===== src/rtl/config_pkg.sv =====
`default_nettype none
// ============================================================================
// Module      : config_pkg
// Description : Minimal core configuration record (XLEN/PLEN) for the slice.
// Revision    : 1.0 - initial release
// ============================================================================
package config_pkg;

    typedef struct packed {
        int unsigned XLEN;
        int unsigned PLEN;
    } cva6_cfg_t;

    localparam cva6_cfg_t cva6_cfg_empty = '{XLEN: 64, PLEN: 56};

endpackage
`default_nettype wire


===== src/rtl/shadow_reg_restore_pkg.sv =====
`default_nettype none
// ============================================================================
// Module      : shadow_reg_restore_pkg
// Description : Interrupt shadow frame layout shared by the save and restore units.
// Revision    : 1.0 - initial release
// ============================================================================
package shadow_reg_restore_pkg;

    localparam int unsigned NR_FRAME_WORDS = 18;
    localparam int unsigned NR_GPR_WORDS   = 16;
    localparam logic [4:0]  MEPC_WORD      = 5'd16;
    localparam logic [4:0]  MCAUSE_WORD    = 5'd17;

    // Frame word k (k < 16) holds this architectural GPR.
    localparam logic [4:0] GPR_ORDER [NR_GPR_WORDS] = '{
        5'd1,  5'd5,  5'd6,  5'd7,  5'd10, 5'd11, 5'd12, 5'd13,
        5'd14, 5'd15, 5'd16, 5'd17, 5'd28, 5'd29, 5'd30, 5'd31
    };

    typedef enum logic [2:0] {
        IDLE  = 3'd0,
        REQ   = 3'd1,
        RESP  = 3'd2,
        DRAIN = 3'd3,
        DONE  = 3'd4
    } restore_state_e;

    function automatic logic [4:0] gpr_of_word(input logic [4:0] k);
        return GPR_ORDER[k[3:0]];
    endfunction

endpackage
`default_nettype wire


===== src/rtl/shadow_reg_restore_if.sv =====
`default_nettype none
// ============================================================================
// Module      : shadow_reg_restore_if
// Description : Single-outstanding load channel between restore unit and dcache.
// Revision    : 1.0 - initial release
// ============================================================================
interface shadow_reg_restore_if #(
    parameter config_pkg::cva6_cfg_t CVA6Cfg = config_pkg::cva6_cfg_empty
);

    logic                      ld_req_o;
    logic                      ld_gnt_i;
    logic [CVA6Cfg.PLEN-1:0]   ld_addr_o;
    logic                      ld_rvalid_i;
    logic [CVA6Cfg.XLEN-1:0]   ld_rdata_i;

    modport master (
        output ld_req_o,
        output ld_addr_o,
        input  ld_gnt_i,
        input  ld_rvalid_i,
        input  ld_rdata_i
    );

    modport slave (
        input  ld_req_o,
        input  ld_addr_o,
        output ld_gnt_i,
        output ld_rvalid_i,
        output ld_rdata_i
    );

endinterface
`default_nettype wire


===== src/rtl/shadow_reg_restore.sv =====
`default_nettype none
// ============================================================================
// Module      : shadow_reg_restore
// Description : Reloads a saved interrupt frame (GPRs, mepc, mcause) on mret.
// Revision    : 1.0 - initial release
// ============================================================================
module shadow_reg_restore
    import shadow_reg_restore_pkg::*;
#(
    parameter config_pkg::cva6_cfg_t CVA6Cfg = config_pkg::cva6_cfg_empty,
    parameter int unsigned           NrWords = NR_FRAME_WORDS
) (
    input  logic                    clk_i,
    input  logic                    rst_ni,
    input  logic                    flush_i,
    input  logic                    restore_valid_i,
    output logic                    restore_ready_o,
    input  logic [CVA6Cfg.XLEN-1:0] frame_base_i,
    input  logic [4:0]              restore_level_i,
    shadow_reg_restore_if.master    ld_bus,
    output logic                    gpr_we_o,
    output logic [4:0]              gpr_waddr_o,
    output logic [CVA6Cfg.XLEN-1:0] gpr_wdata_o,
    output logic                    csr_we_o,
    output logic                    csr_sel_o,
    output logic [CVA6Cfg.XLEN-1:0] csr_wdata_o,
    output logic                    done_o,
    output logic [CVA6Cfg.XLEN-1:0] next_sp_o,
    output logic [4:0]              restore_level_o
);

    localparam int unsigned XLEN       = CVA6Cfg.XLEN;
    localparam int unsigned PLEN       = CVA6Cfg.PLEN;
    localparam int unsigned WORD_SHIFT = $clog2(XLEN / 8);
    localparam logic [4:0]  LAST_WORD  = 5'(NrWords - 1);

    restore_state_e  state_q, state_d;
    logic [4:0]      k_q, k_d;
    logic [XLEN-1:0] base_q, base_d;
    logic [4:0]      level_q, level_d;
    logic [XLEN-1:0] word_addr;

    assign word_addr = base_q + (XLEN'(k_q) << WORD_SHIFT);

    always_ff @(posedge clk_i or negedge rst_ni) begin
        if (!rst_ni) begin
            state_q <= IDLE;
            k_q     <= '0;
            base_q  <= '0;
            level_q <= '0;
        end else begin
            state_q <= state_d;
            k_q     <= k_d;
            base_q  <= base_d;
            level_q <= level_d;
        end
    end

    always_comb begin
        state_d          = state_q;
        k_d              = k_q;
        base_d           = base_q;
        level_d          = level_q;
        restore_ready_o  = 1'b0;
        ld_bus.ld_req_o  = 1'b0;
        ld_bus.ld_addr_o = '0;
        gpr_we_o         = 1'b0;
        gpr_waddr_o      = '0;
        gpr_wdata_o      = '0;
        csr_we_o         = 1'b0;
        csr_sel_o        = 1'b0;
        csr_wdata_o      = '0;
        done_o           = 1'b0;
        next_sp_o        = '0;
        restore_level_o  = '0;

        unique case (state_q)
            IDLE: begin
                restore_ready_o = 1'b1;
                if (restore_valid_i) begin
                    base_d  = frame_base_i;
                    level_d = restore_level_i;
                    k_d     = '0;
                    state_d = REQ;
                end
            end
            REQ: begin
                ld_bus.ld_req_o  = 1'b1;
                ld_bus.ld_addr_o = word_addr[PLEN-1:0];
                // A grant that races a flush still owes us an rvalid.
                if (ld_bus.ld_gnt_i) begin
                    state_d = flush_i ? DRAIN : RESP;
                end else if (flush_i) begin
                    state_d = IDLE;
                end
            end
            RESP: begin
                if (ld_bus.ld_rvalid_i) begin
                    if (flush_i) begin
                        state_d = IDLE;
                    end else begin
                        if (k_q < 5'(NR_GPR_WORDS)) begin
                            gpr_we_o    = 1'b1;
                            gpr_waddr_o = gpr_of_word(k_q);
                            gpr_wdata_o = ld_bus.ld_rdata_i;
                        end else if (k_q == MEPC_WORD || k_q == MCAUSE_WORD) begin
                            csr_we_o    = 1'b1;
                            csr_sel_o   = (k_q == MCAUSE_WORD);
                            csr_wdata_o = ld_bus.ld_rdata_i;
                        end
                        if (k_q == LAST_WORD) begin
                            state_d = DONE;
                        end else begin
                            k_d     = k_q + 5'd1;
                            state_d = REQ;
                        end
                    end
                end else if (flush_i) begin
                    state_d = DRAIN;
                end
            end
            DRAIN: begin
                if (ld_bus.ld_rvalid_i) begin
                    state_d = IDLE;
                end
            end
            DONE: begin
                done_o          = 1'b1;
                next_sp_o       = base_q + (XLEN'(NrWords) << WORD_SHIFT);
                restore_level_o = (level_q == 5'd0) ? 5'd0 : level_q - 5'd1;
                state_d         = IDLE;
            end
            default: begin
                state_d = IDLE;
            end
        endcase
    end

endmodule
`default_nettype wire


===== src/flat_wrapper.sv =====
// flat-port wrapper written by rule: the top's interface ports become plain ports
module shadow_reg_restore_flat import shadow_reg_restore_pkg::*;
#(
    parameter config_pkg::cva6_cfg_t CVA6Cfg = config_pkg::cva6_cfg_empty,
    parameter int unsigned           NrWords = NR_FRAME_WORDS
)
  (clk_i, rst_ni, flush_i, restore_valid_i, restore_ready_o, frame_base_i, restore_level_i, gpr_we_o, gpr_waddr_o, gpr_wdata_o, csr_we_o, csr_sel_o, csr_wdata_o, done_o, next_sp_o, restore_level_o, ld_bus_ld_req_o, ld_bus_ld_addr_o, ld_bus_ld_gnt_i, ld_bus_ld_rvalid_i, ld_bus_ld_rdata_i);
  shadow_reg_restore_if #(.CVA6Cfg(CVA6Cfg)) ld_bus_i ();
  input  logic clk_i;
  input  logic rst_ni;
  input  logic flush_i;
  input  logic restore_valid_i;
  output logic restore_ready_o;
  input  logic [CVA6Cfg.XLEN-1:0] frame_base_i;
  input  logic [4:0] restore_level_i;
  output logic gpr_we_o;
  output logic [4:0] gpr_waddr_o;
  output logic [CVA6Cfg.XLEN-1:0] gpr_wdata_o;
  output logic csr_we_o;
  output logic csr_sel_o;
  output logic [CVA6Cfg.XLEN-1:0] csr_wdata_o;
  output logic done_o;
  output logic [CVA6Cfg.XLEN-1:0] next_sp_o;
  output logic [4:0] restore_level_o;
  output wire logic [$bits(ld_bus_i.ld_req_o)-1:0] ld_bus_ld_req_o;
  output wire logic [$bits(ld_bus_i.ld_addr_o)-1:0] ld_bus_ld_addr_o;
  input wire logic [$bits(ld_bus_i.ld_gnt_i)-1:0] ld_bus_ld_gnt_i;
  input wire logic [$bits(ld_bus_i.ld_rvalid_i)-1:0] ld_bus_ld_rvalid_i;
  input wire logic [$bits(ld_bus_i.ld_rdata_i)-1:0] ld_bus_ld_rdata_i;
  assign ld_bus_ld_req_o = ld_bus_i.ld_req_o;
  assign ld_bus_ld_addr_o = ld_bus_i.ld_addr_o;
  assign ld_bus_i.ld_gnt_i = ld_bus_ld_gnt_i;
  assign ld_bus_i.ld_rvalid_i = ld_bus_ld_rvalid_i;
  assign ld_bus_i.ld_rdata_i = ld_bus_ld_rdata_i;
  shadow_reg_restore #(.CVA6Cfg(CVA6Cfg), .NrWords(NrWords)) u_core (.clk_i(clk_i), .rst_ni(rst_ni), .flush_i(flush_i), .restore_valid_i(restore_valid_i), .restore_ready_o(restore_ready_o), .frame_base_i(frame_base_i), .restore_level_i(restore_level_i), .ld_bus(ld_bus_i), .gpr_we_o(gpr_we_o), .gpr_waddr_o(gpr_waddr_o), .gpr_wdata_o(gpr_wdata_o), .csr_we_o(csr_we_o), .csr_sel_o(csr_sel_o), .csr_wdata_o(csr_wdata_o), .done_o(done_o), .next_sp_o(next_sp_o), .restore_level_o(restore_level_o));
endmodule

===== config.mk =====
export PLATFORM = sky130hd
export DESIGN_NAME = shadow_reg_restore_flat
export DESIGN_NICKNAME = d
export VERILOG_FILES = /design/src/rtl/config_pkg.sv /design/src/rtl/shadow_reg_restore_pkg.sv /design/src/rtl/shadow_reg_restore_if.sv /design/src/rtl/shadow_reg_restore.sv /design/src/flat_wrapper.sv
export SDC_FILE = /design/constraint.sdc
export NUM_CORES = 1
export LEC_CHECK = 0
export CORE_AREA = 10 10 150 152
export CTS_CLUSTER_DIAMETER = 120
export DETAILED_ROUTE_END_ITERATION = 6
export DIE_AREA = 0 0 160 162
export PLACE_DENSITY = 0.78
export SKIP_LAST_GASP = 1
export SLEW_MARGIN = 15
export SYNTH_ARGS = -nofsm -noshare
export SYNTH_HDL_FRONTEND = slang
export SYNTH_SLANG_ARGS = --single-unit
export TNS_END_PERCENT = 5

===== constraint.sdc =====
create_clock -name clk_i -period 4.2 [get_ports clk_i]
set_input_delay 0.84 -clock clk_i [delete_from_list [all_inputs] [get_ports clk_i]]
set_output_delay 0.84 -clock clk_i [all_outputs]
set_load 0.01 [all_outputs]

==> summary.md, run 1 <==
| Metric | Value |
|---|---|
| Outcome | finished, violations left |
| Violated checks | setup timing |
| Fraction of the yosys area taken by sequential cells | 0.263 |
| Reported leakage power | 4.41 nW |
| Sink Count | 77 |
| Setup repair after global routing missed its margin | yes |
| TritonCTS buffer count | 9 |
| Headroom to the max-slew limit | 0.289 |
| Remaining global-route overflow | 0 |
| Wire per inst | 22.4 µm |
| Crit share post-route | 1.02 |
| Max frequency | 234 MHz |
| Netlist Area Pre-Place | 7330 µm² |
| Count of yosys warnings during synthesis | 0 |
| Global-route wire length before repair | 52800 µm |
| P per Cell Area | 461 nW/µm² |
| Register cell area after layout | 1930 µm² |
| Max-slew violation count | 0 |
| Distinct cells, synth | 54 |
| Core utilization of the finished layout | 0.617 |
| Core box area | 19400 µm² |
| Final worst-path setup slack | -0.0805 ns |
| CTS tree | built |
| Overall routed net length | 35300 µm |
| Latest clock arrival within the worst-skew pair | 0.34 ns |
| Ys async rst share | 1.00 |
| Std-Cell Rows | 51 |
| Crit path required time | 3.36 ns |
| Top fanout value on the critical path | 8 |
| Final hold violation count | 0 |
| Effective utilization at floorplan | 0.378 |
| Post-detailed-placement half-perimeter wirelength | 28400 µm |
| Peak supply drop | 222 µV |
| Number of register bits inferred by synthesis | 77 |
| Transition time of the tightest slew-check pin | 1.07 ns |
| Mapped Nets | 1081 |
| Cell with the most instances on the worst path | sky130_fd_sc_hd__a21oi_1 |
| Most frequent cells in the layout | sky130_fd_sc_hd__clkdlybuf4s50_1 (400), sky130_fd_sc_hd__and2_1 (138), sky130_fd_sc_hd__nor2_1 (95), sky130_fd_sc_hd__dfrtp_1 (77), sky130_fd_sc_hd__mux2_2 (64) |
| Via density per instance | 5.45 |
| Setup Viol. Count Final | 1 |
| Slowest cell delay on critical path | 0.59 ns |
| Initial DRC count | 781 |
| Synth Area per Inst | 7.91 µm² |
| Tmin final | 4.28 ns |
| Overall global routing resource usage | 0.258 |
| Chip height | 162 µm |
| Critical path arrival | 3.44 ns |
| Worst path cell trace | ha_1, a21oi_1, nor4_2, nand2_1, or4_1, a21oi_1, clkdlybuf4s50_1 |
| Clock input transition at the sequential cells of the worst setup and hold paths | 0.06 ns |
| Class of the tightest hold or removal check | reg2reg |
| Placer Congestion | 0.962 |
| Die width | 160 µm |
| Port bufs | 402 |
| Fraction of final layout cells with drive strength greater than 1 | 0.103 |
| Critical path startpoint category | flop |
| Critical-path top delay cell | sky130_fd_sc_hd__clkdlybuf4s50_1 |
| CTS root buf | sky130_fd_sc_hd__clkbuf_16 |
| Number of instances in the synthesized netlist | 926 |
| # fillers | 1769 |
| Kind of capture point of the worst setup path | output port |
| Overall via count from detail_route | 8583 |
| CTS max path bufs | 2 |
| Setup skew after layout | 0.00319 ns |
| Ports placed on the boundary | 403 |
| Commonest non-fill, non-tap cell in the layout | sky130_fd_sc_hd__clkdlybuf4s50_1 |
| Via count of the first global-routing pass | 8681 |
| Post-synth EDFFs | 0 |
| Antenna violations before repair | 7 |
| Post-layout net count | 1454 |
| Hold Worst Slack | 0.521 ns |
| Number of nets with antenna violations after routing | 0 |
| Die area | 25900 µm² |
| Htree depth | 3 |
| Detailed Routing Iterations Pass 1 | 5 |
| Combined area of the multi-input logic cells | 5050 µm² |
| Maximum number of pins on one net before global-route repair | 79 |
| Primary FF master, synth | sky130_fd_sc_hd__dfrtp_1 |
| Crit Path Class | reg2out |
| # Max-Cap Violations | 0 |
| Number of remaining DRC errors | 0 |
| Area growth from synthesis to layout | 63.3% |
metrics by stage:
| stage | power [mW] | area, µm² | setup WS [ns] | cells | setup TNS (ns) |
|---|---|---|---|---|---|
| floorplan | 3.38 | 7330 | 1.19 | 926 | 0 |
| global placement | 4.64 | 11700 | 0.237 | 1552 | 0 |
| detailed placement | 4.70 | 11700 | 0.219 | 1552 | 0 |
| CTS | 5.51 | 11900 | -0.0466 | 1569 | -0.0534 |
| global route | 5.87 | 12000 | -0.174 | 1575 | -1.15 |
| finish | 5.52 | 12000 | -0.0805 | 1575 | -0.0805 |
path summary, 6_finish.rpt:
kind                                         startpoint                             to  slack [ns]  cells after the start
max                        u_core.base_q[4]$_DFFE_PN0P_                  next_sp_o[56]       -0.08                      7
min                        u_core.base_q[1]$_DFFE_PN0P_   u_core.base_q[1]$_DFFE_PN0P_        0.52                      1
max reg2reg                   u_core.k_q[1]$_DFFE_PN0P_      u_core.k_q[4]$_DFFE_PN0P_        1.80                      7
min reg2reg                u_core.base_q[1]$_DFFE_PN0P_   u_core.base_q[1]$_DFFE_PN0P_        0.52                      1
max in group asynchronous                        rst_ni  u_core.base_q[13]$_DFFE_PN0P_        2.82                      1
min in group asynchronous                        rst_ni  u_core.base_q[50]$_DFFE_PN0P_        0.65                      1
synth_stat cells, types with 8 or more instances:
cell type	n	area, µm²
sky130_fd_sc_hd__o31ai_1	14	105
sky130_fd_sc_hd__a21oi_1	55	275
sky130_fd_sc_hd__o21ai_0	38	190
sky130_fd_sc_hd__inv_1	15	56.3
sky130_fd_sc_hd__or3_1	28	175
sky130_fd_sc_hd__and2_1	138	863
sky130_fd_sc_hd__xnor2_1	18	158
sky130_fd_sc_hd__nand3_1	49	245
sky130_fd_sc_hd__or4_1	15	113
sky130_fd_sc_hd__buf_2	25	125
sky130_fd_sc_hd__and3_1	17	106
sky130_fd_sc_hd__dfrtp_1	77	1930
sky130_fd_sc_hd__xor2_1	49	429
sky130_fd_sc_hd__ha_1	15	188
sky130_fd_sc_hd__nand2_1	53	199
sky130_fd_sc_hd__clkbuf_1	45	169
sky130_fd_sc_hd__and4_1	8	70.1
sky130_fd_sc_hd__nor2_1	95	357
sky130_fd_sc_hd__nand4_1	31	194
sky130_fd_sc_hd__nor3_1	19	95.1
sky130_fd_sc_hd__mux2_2	64	721
registers in the layout, summed over array words and instances (netlist names):
register        count
u_core.k_q          5
u_core.state_q      3
u_core.level_q      5
u_core.base_q      64
final cells by class:
type | instances | share of cell area
Timing Repair Buffer | 434 | 0.359
Sequential cell | 77 | 0.161
Antenna cell | 6 | 0.00125
Clock buffer | 12 | 0.0198
Multi-Input combinational cell | 761 | 0.422
Inverter | 16 | 0.00502
Tap cell | 265 | 0.0277
Clock inverter | 4 | 0.00408
power breakdown:
part,total (mW),switching (mW),internal [mW]
logic,2.91,1.42,1.49
registers,1.83,0.731,1.10
clock network,0.783,0.322,0.461
total,5.52,2.47,3.04
cells by family after synthesis:
kind of cell / share of synthesized area
flops: 0.263
mux: 0.0984
buf+inv: 0.0494
fa+ha+maj: 0.0283
simple gates: 0.381
xor+xnor: 0.0801
compound gates: 0.0994
timing repair:
action / 4_1_cts / 5_1_grt
pin swaps: 1 / 0
gates resized for setup: 0 / 1
buffers inserted: 1 / 0
endpoints found under the setup margin: 9 / 20
hold buffers: 0 / 0
per-layer routing:
layer / global-route usage / routed length (µm) / share of wire
met1: 0.272 / 12300 / 0.35
met2: 0.468 / 18400 / 0.52
met5: 0 / 13 / 0.00037
met4: 0.0851 / 885 / 0.025
met3: 0.0920 / 3810 / 0.11
critical path: cells and delay by family (launching register included):
kind,cells,cell delay [ns]
flops,1,0.52
buf+inv,1,0.59
simple gates,3,1.36
fa+ha+maj,1,0.25
compound gates,2,0.38
(Power assumes the default switching activity.)
==> inputs of run 2 (changes only) <==
==> constraint.sdc (replaced) <==
create_clock -name clk_i -period 4.2 [get_ports clk_i]
set_input_delay 1.26 -clock clk_i [delete_from_list [all_inputs] [get_ports clk_i]]
set_output_delay 1.26 -clock clk_i [all_outputs]
set_load 0.01 [all_outputs]
==> run 2 against run 1 <==
Global-route usage increased by 0.71 points. Final cell count increased by 3.9%. Critical path type is now in2out. Clock skew increased by 0.0069 ns. The flow still finishes with violations (setup timing). Sequential power decreased by 9.8%. Highest routed layer unchanged. Maximum frequency decreased by 4.0%. Non-clock buffer count increased by 63. Setup slack got worse by 0.18 ns. Count of clock-buffer cells in the layout decreased by 3. Clock power increased by 4.7%. Worst hold slack improved by 0.015 ns. Via count increased by 2.9%. Die area unchanged.
==> summary.md, run 2 (same netlist as run 1, synthesis figures left out) <==
| Metric | Value |
|---|---|
| Overall routed net length | 36300 µm (+2.8%) |
| Max-slew violation count | 0 (unchanged) |
| Area growth from synthesis to layout | 71.7% |
| Kind of capture point of the worst setup path | output port |
| Placer Congestion | 0.961 (about the same) |
| CTS tree | built |
| Register containing the most flip-flops in the final layout | u_core.base_q |
| Std-Cell Rows | 51 (unchanged) |
| Ports placed on the boundary | 403 (unchanged) |
| Via count of the first global-routing pass | 9022 (+3.9%) |
| TritonCTS buffer count | 9 (unchanged) |
| Htree depth | 3 (unchanged) |
| CTS max path bufs | 2 (unchanged) |
| # fillers | 1690 (-4.5%) |
| Final worst-path setup slack | -0.260 ns (-0.180 ns) |
| Initial DRC count | 604 (-23%) |
| Setup Viol. Count Final | 150 (+149) |
| Detailed Routing Iterations Pass 1 | 5 (unchanged) |
| Clock input transition at the sequential cells of the worst setup and hold paths | 0.07 ns (about the same) |
| Setup repair after global routing missed its margin | yes |
| Max frequency | 224 MHz (-4.0%) |
| Overall via count from detail_route | 8834 (+2.9%) |
| Chip height | 162 µm (unchanged) |
| Setup TNS | -22.65 ns (-22.57 ns) |
| Dpl ws | -0.372 ns (-0.591 ns) |
| Number of nets with antenna violations after routing | 0 (unchanged) |
| Top fanout value on the critical path | 33 (+25) |
| Fraction of final layout cells with drive strength greater than 1 | 0.164 (+0.0611) |
| Crit Path Class | in2out |
| Crit path required time | 2.94 ns (-0.42 ns) |
| Number of flip-flops in the largest register | 64 (unchanged) |
| Crit share post-route | 1.06 (+0.0428) |
| Global-route wire length before repair | 54200 µm (+2.7%) |
| Outcome | finished, violations left |
| Class of the tightest hold or removal check | reg2reg |
| Peak supply drop | 279 µV (+26%) |
| Overall global routing resource usage | 0.265 (+0.00711) |
| Headroom to the max-slew limit | 0.308 (+0.0191) |
| Number of remaining DRC errors | 0 (unchanged) |
| Post-layout net count | 1517 (+4.3%) |
| Maximum number of pins on one net before global-route repair | 79 (unchanged) |
| Remaining global-route overflow | 0 (unchanged) |
| Transition time of the tightest slew-check pin | 1.04 ns (-0.0286 ns) |
| Via density per instance | 5.40 (-0.91%) |
| CTS root buf | sky130_fd_sc_hd__clkbuf_16 |
| Antenna violations before repair | 5 (-2) |
| Reported leakage power | 5.08 nW (+15%) |
| Setup skew after layout | 0.0101 ns (+0.00689 ns) |
| Die area | 25900 µm² (unchanged) |
| Wire per inst | 22.2 µm (-1.1%) |
| Tmin final | 4.46 ns (+0.180 ns) |
| Final hold violation count | 0 (unchanged) |
| Commonest non-fill, non-tap cell in the layout | sky130_fd_sc_hd__clkdlybuf4s50_1 |
| Critical path startpoint category | input pin |
| Registers with the most flip-flops | u_core.base_q (64), u_core.k_q (5), u_core.level_q (5) |
| P per Cell Area | 465 nW/µm² (+0.85%) |
| Most frequent cells in the layout | sky130_fd_sc_hd__clkdlybuf4s50_1 (352), sky130_fd_sc_hd__and2_1 (138), sky130_fd_sc_hd__nor2_1 (95), sky130_fd_sc_hd__buf_4 (92), sky130_fd_sc_hd__dfrtp_1 (73) |
| Critical path arrival | 3.20 ns (-0.24 ns) |
| Sink Count | 77 (unchanged) |
| Core box area | 19400 µm² (unchanged) |
| # Max-Cap Violations | 0 (unchanged) |
| Violated checks | setup timing |
| Effective utilization at floorplan | 0.378 (unchanged) |
| Die width | 160 µm (unchanged) |
| Post-detailed-placement half-perimeter wirelength | 29100 µm (+2.4%) |
| Port bufs | 402 (unchanged) |
| Latest clock arrival within the worst-skew pair | 0.35 ns (about the same) |
| Quantity of hold-fixing buffers added after cts | 0 (unchanged) |
## run 2: critical path, stage by stage
cell and delay, ns:
sky130_fd_sc_hd__clkdlybuf4s50_1 0.46, sky130_fd_sc_hd__nand2_1 0.07, sky130_fd_sc_hd__nor3_2 0.16, sky130_fd_sc_hd__o2111a_2 0.32, sky130_fd_sc_hd__buf_12 0.19, sky130_fd_sc_hd__and2_1 0.14
sky130_fd_sc_hd__clkdlybuf4s50_1 0.58
## run 2: layout make-up
cell class                 count  area (µm²)  area share
multi-input combinational    761        5160       0.410
timing repair buffer         497        4780       0.380
sequential                    77        1930       0.154
tap                          265         332      0.0263
clock buffer                   9         225      0.0179
clock inverter                 7        81.3     0.00646
inverter                      16        60.1     0.00477
antenna                        4        10.0    0.000795
## run 2: layer usage
layer  routed length (µm)  up-vias  part of all wire  GRT usage
li1                     -     4119                 -          -
met1                12500     4148              0.34      0.276
met2                18900      500              0.52      0.482
met3                 3800       65              0.10     0.0925
met4                 1140        2             0.031     0.0960
met5                   11        -           0.00030          0
## run 2: path summary, 6_finish.rpt
check                                              from                            end  slack [ns]  depth (start not counted)
setup / recovery                     ld_bus_ld_rvalid_i                csr_wdata_o[41]       -0.26                          7
hold / removal             u_core.base_q[1]$_DFFE_PN0P_   u_core.base_q[1]$_DFFE_PN0P_        0.54                          1
setup reg to reg              u_core.k_q[1]$_DFFE_PN0P_      u_core.k_q[2]$_DFFE_PN0P_        1.95                          8
hold reg to reg            u_core.base_q[1]$_DFFE_PN0P_   u_core.base_q[1]$_DFFE_PN0P_        0.54                          1
max in group asynchronous                        rst_ni  u_core.base_q[18]$_DFFE_PN0P_        2.37                          1
min in group asynchronous                        rst_ni  u_core.base_q[49]$_DFFE_PN0P_        1.10                          1
## run 2: repair_timing
action | in CTS | in global routing
gates cloned | 2 | 0
pin swaps | 1 | 8
endpoints found under the hold margin | 0 | 0
setup endpoints to repair | 183 | 201
gates resized for setup | 55 | 28
setup buffers | 1 | 7
## run 2: per-stage QoR
step	hold WS (ns)	power, mW	std cells	util	instance area (µm²)
6_report	0.536	5.85	1636	0.649	12600
3_5_place_dp	0.511	4.94	1606	0.622	12100
3_3_place_gp	0.501	4.87	1606	0.622	12100
5_1_grt	0.553	6.23	1635	0.649	12600
4_1_cts	0.535	5.80	1625	0.640	12400
2_1_floorplan	0.486	3.38	926	-	7330
## run 2: where the power goes
part	switching, mW	internal, mW	leakage, nW
clock	0.351	0.469	0.147
sequential	0.547	1.10	0.920
combinational	1.68	1.70	4.01
